===== config.mk =====
export PLATFORM = sky130hd
export DESIGN_NAME = cache_pmem_arbiter
export DESIGN_NICKNAME = d
export VERILOG_FILES = /design/src/rtl/cache_pmem_arbiter.sv
export SDC_FILE = /design/constraint.sdc
export NUM_CORES = 1
export LEC_CHECK = 0
export CAP_MARGIN = 20
export CORE_AREA = 2 2 540 542
export CTS_CLUSTER_DIAMETER = 40
export DETAILED_ROUTE_END_ITERATION = 16
export DIE_AREA = 0 0 542 544
export PLACE_DENSITY = 0.32
export SYNTH_ARGS = -nofsm -noshare
export SYNTH_HDL_FRONTEND = slang
export SYNTH_SLANG_ARGS = --single-unit

===== constraint.sdc =====
create_clock -name clk -period 2.75 [get_ports clk]
set_input_delay 0.55 -clock clk [delete_from_list [all_inputs] [get_ports clk]]
set_output_delay 0.55 -clock clk [all_outputs]
set_load 0.02 [all_outputs]

===== src/rtl/cache_pmem_arbiter.sv =====
// rtl/cache_pmem_arbiter.sv - round-robin arbiter sharing one pmem port between Icache and Dcache
// Whole-line transactions are granted one at a time; responses pass straight through.
module cache_pmem_arbiter #(
    parameter int ADDR_W = 32,
    parameter int LINE_W = 256
) (
    input  logic              clk,
    input  logic              rst,
    input  logic              i_pmem_read,
    input  logic [ADDR_W-1:0] i_pmem_address,
    output logic [LINE_W-1:0] i_pmem_rdata,
    output logic              i_pmem_resp,
    input  logic              d_pmem_read,
    input  logic              d_pmem_write,
    input  logic [ADDR_W-1:0] d_pmem_address,
    input  logic [LINE_W-1:0] d_pmem_wdata,
    output logic [LINE_W-1:0] d_pmem_rdata,
    output logic              d_pmem_resp,
    output logic              pmem_read,
    output logic              pmem_write,
    output logic [ADDR_W-1:0] pmem_address,
    output logic [LINE_W-1:0] pmem_wdata,
    input  logic [LINE_W-1:0] pmem_rdata,
    input  logic              pmem_resp
);

    typedef enum logic [1:0] {
        IDLE    = 2'd0,
        SERVE_I = 2'd1,
        SERVE_D = 2'd2
    } state_e;

    localparam logic GRANT_I = 1'b0;
    localparam logic GRANT_D = 1'b1;

    state_e state_q, state_d;
    logic   last_grant_q, last_grant_d;
    logic   i_req, d_req;

    assign i_req = i_pmem_read;
    assign d_req = d_pmem_read | d_pmem_write;

    always_comb begin
        state_d      = state_q;
        last_grant_d = last_grant_q;
        unique case (state_q)
            IDLE: begin
                if (i_req && d_req) begin
                    state_d = (last_grant_q == GRANT_D) ? SERVE_I : SERVE_D;
                end else if (i_req) begin
                    state_d = SERVE_I;
                end else if (d_req) begin
                    state_d = SERVE_D;
                end
            end
            // An owner that drops its request without a response is released too.
            SERVE_I: begin
                if (pmem_resp || !i_req) begin
                    state_d      = IDLE;
                    last_grant_d = GRANT_I;
                end
            end
            SERVE_D: begin
                if (pmem_resp || !d_req) begin
                    state_d      = IDLE;
                    last_grant_d = GRANT_D;
                end
            end
            default: begin
                state_d = IDLE;
            end
        endcase
    end

    always_ff @(posedge clk or posedge rst) begin
        if (rst) begin
            state_q      <= IDLE;
            last_grant_q <= GRANT_D;
        end else begin
            state_q      <= state_d;
            last_grant_q <= last_grant_d;
        end
    end

    always_comb begin
        pmem_read    = 1'b0;
        pmem_write   = 1'b0;
        pmem_address = d_pmem_address;
        pmem_wdata   = d_pmem_wdata;
        i_pmem_resp  = 1'b0;
        d_pmem_resp  = 1'b0;
        unique case (state_q)
            SERVE_I: begin
                pmem_read    = i_pmem_read;
                pmem_address = i_pmem_address;
                i_pmem_resp  = pmem_resp;
            end
            SERVE_D: begin
                pmem_read   = d_pmem_read;
                pmem_write  = d_pmem_write;
                d_pmem_resp = pmem_resp;
            end
            default: begin
            end
        endcase
    end

    assign i_pmem_rdata = pmem_rdata;
    assign d_pmem_rdata = pmem_rdata;

endmodule

==> reports/metrics.csv <==
metric,value,unit
status,completed,
dieHeight,544,µm
coreArea,0.289,mm²
min_path_type,reg2reg,
max-cap-violations,0,
cts_hold_buf,0,
max_slew_margin,72.9,%
fin_crit_sh,92.2,%
critPathLaunchType,register,
worstPathMaxFanout,15,
firstDrtPassIters,4,
synth_area_leaders,"buf_4 (89%), mux2_2 (5.6%), dfrtp_1 (0.77%), ha_1 (0.77%), buf_6 (0.52%)",
grt_max_degree,16,
drive_gt1_share,40.9,%
dp_hpwl,162000,µm
placed_area,0.00649,mm²
grt_pass1_wl,173000,µm
maxSlewViolCount,0,
worstSetupEndpointType,output pin,
via_count,2954,
yosysMostFrequentCell,buf_4,
tightestPinTransition,405,ps
synth_cell_types,24,
cts_root_buffer,clkbuf_16,
period_needed,2540,ps
syn-instance-count,837,
crit_type,reg2out,
grt_pass1_vias,2889,
cts_buffers,3,
track_usage,10.8,%
syn-num-nets,1423,
viasPerCell,0.743,
yosysTopAreaCell,buf_4,
critical_path_required,2200,ps
p_leak,0.768,nW
worstSkewPairLatency,240,ps
dieArea,0.295,mm²
wl_per_cell,41.8,µm
gr-total-overflow,0,
die-width,542,µm
rows,198,
post_cts_resized,0,
drc,0,
synth_seq_cells,3,
syn2layout_area_growth,1.70,%
rsz0062_at_grt,false,
io_buffers,105,
fillers,34600,
fin_skew,3.71,ps
ys_seq_area_share,1.18,%
yosysWarnings,0,
finalSetupViolCount,0,
pin_count,1386,
dr.first_iter.drc_count,114,
globalplace.congestion,0.708,
cts_buffer_depth,2,
clock-sinks,3,
layout.nets,763,
syn_area,0.00646,mm²
critPathArrivalTime,1990,ps
cts_max_level,1,
drt_wl_total,166000,µm
cts_tree,yes,
ant_nets,0,
post-cts-setup-buffer-count,0,
peakVddDrop,0.254,mV
async_flop_share,100,%
fin_tns_setup,0,ps
synth_enable_flop_cells,0,
initial_utilization,2.23,%
antenna_found_initial,44,
fmax,394,MHz
hold_viol_final,0,
netlist.area_leader.share,89.4,%
clk_pin_slew,30,ps
synth_common_cells,"buf_4 (769), mux2_2 (32), ha_1 (4)",
synth_area_per_cell,7.72,µm²
fin_area,0.00657,mm²
power.density,248,mW/mm²
synthFlopType,dfrtp_1,
-- layout make-up --
cell class                 count  area, µm²  area share (%)
antenna                        2       5.00          0.0762
clock buffer                   4       78.8            1.20
inverter                       3       11.3           0.171
multi-input combinational     59        568            8.65
sequential                     3       76.3            1.16
tap                         3800       4750            72.4
timing repair buffer         107       1080            16.4
-- power by group --
part | switching [mW] | leakage, nW | total (mW) | internal (mW)
combinational | 0.731 | 0.693 | 1.31 | 0.577
sequential | 0.0176 | 0.0362 | 0.0887 | 0.0712
clock | 0.0427 | 0.0382 | 0.234 | 0.191
total | 0.791 | 0.768 | 1.63 | 0.840
-- path summary, 6_finish.rpt --
check	depth (start not counted)	end	slack, ps	from
max	5	pmem_address[24]	210	state_q[1]
min	1	last_grant_q	570	last_grant_q
max reg2reg	6	state_q[1]	1020	state_q[1]
min reg2reg	1	last_grant_q	570	last_grant_q
max in group asynchronous	2	last_grant_q	1870	rst
min in group asynchronous	2	state_q[1]	660	rst
-- placed cells by master, fill, tap and decap left out, types with 2 or more instances in the layout --
cell and instances:
clkdlybuf4s50_1 74, mux2_2 32, buf_4 26, buf_12 7, a21oi_1 3, inv_1 3
and2_1 3, ha_1 3, clkbuf_16 3, diode_2 2, o211ai_1 2, nand3_1 2
dfrtp_1 2
-- worst max-delay path: stages, from the launching register on --
cell	delay, ps
dfrtp_1	370
inv_1	120
ha_2	310
buf_4	290
mux2_2	440
buf_4	190
-- metrics by stage --
| step | utilization [%] | hold WS, ps | power (mW) | instances | setup slack (ps) |
|---|---|---|---|---|---|
| 2_1_floorplan | - | 303 | 2.32 | 837 | 925 |
| 5_1_grt | 2.27 | 595 | 1.72 | 3977 | 112 |
| 3_5_place_dp | 2.24 | 575 | 1.45 | 3972 | 356 |
| 4_1_cts | 2.27 | 579 | 1.70 | 3976 | 175 |
| 6_report | 2.27 | 574 | 1.63 | 3978 | 214 |
| 3_3_place_gp | 2.24 | 573 | 1.44 | 3972 | 379 |
-- cell families after synthesis --
logic type | after synthesis | share of synthesized area [%]
AOI/OAI and AO/OA | 13 | 1.41
buffers and inverters | 775 | 90.1
DFF | 3 | 1.18
adders and majority gates | 4 | 0.775
muxes | 32 | 5.58
and+or+nand+nor | 10 | 0.988
-- flip-flops by register name, summed over array words and instances, names as in the netlist --
signal,cells
last_grant_q,1
state_q,2
-- routing by layer --
layer  GRT usage [%]  share of wire, %  wire length [µm]
met5            1.31              0.32               531
met4            4.88               5.4              8930
met3            22.3                44             73700
met2            15.4                40             66700
met1            3.07               9.8             16400
Note: power is estimated with default switching activity, not from simulation.
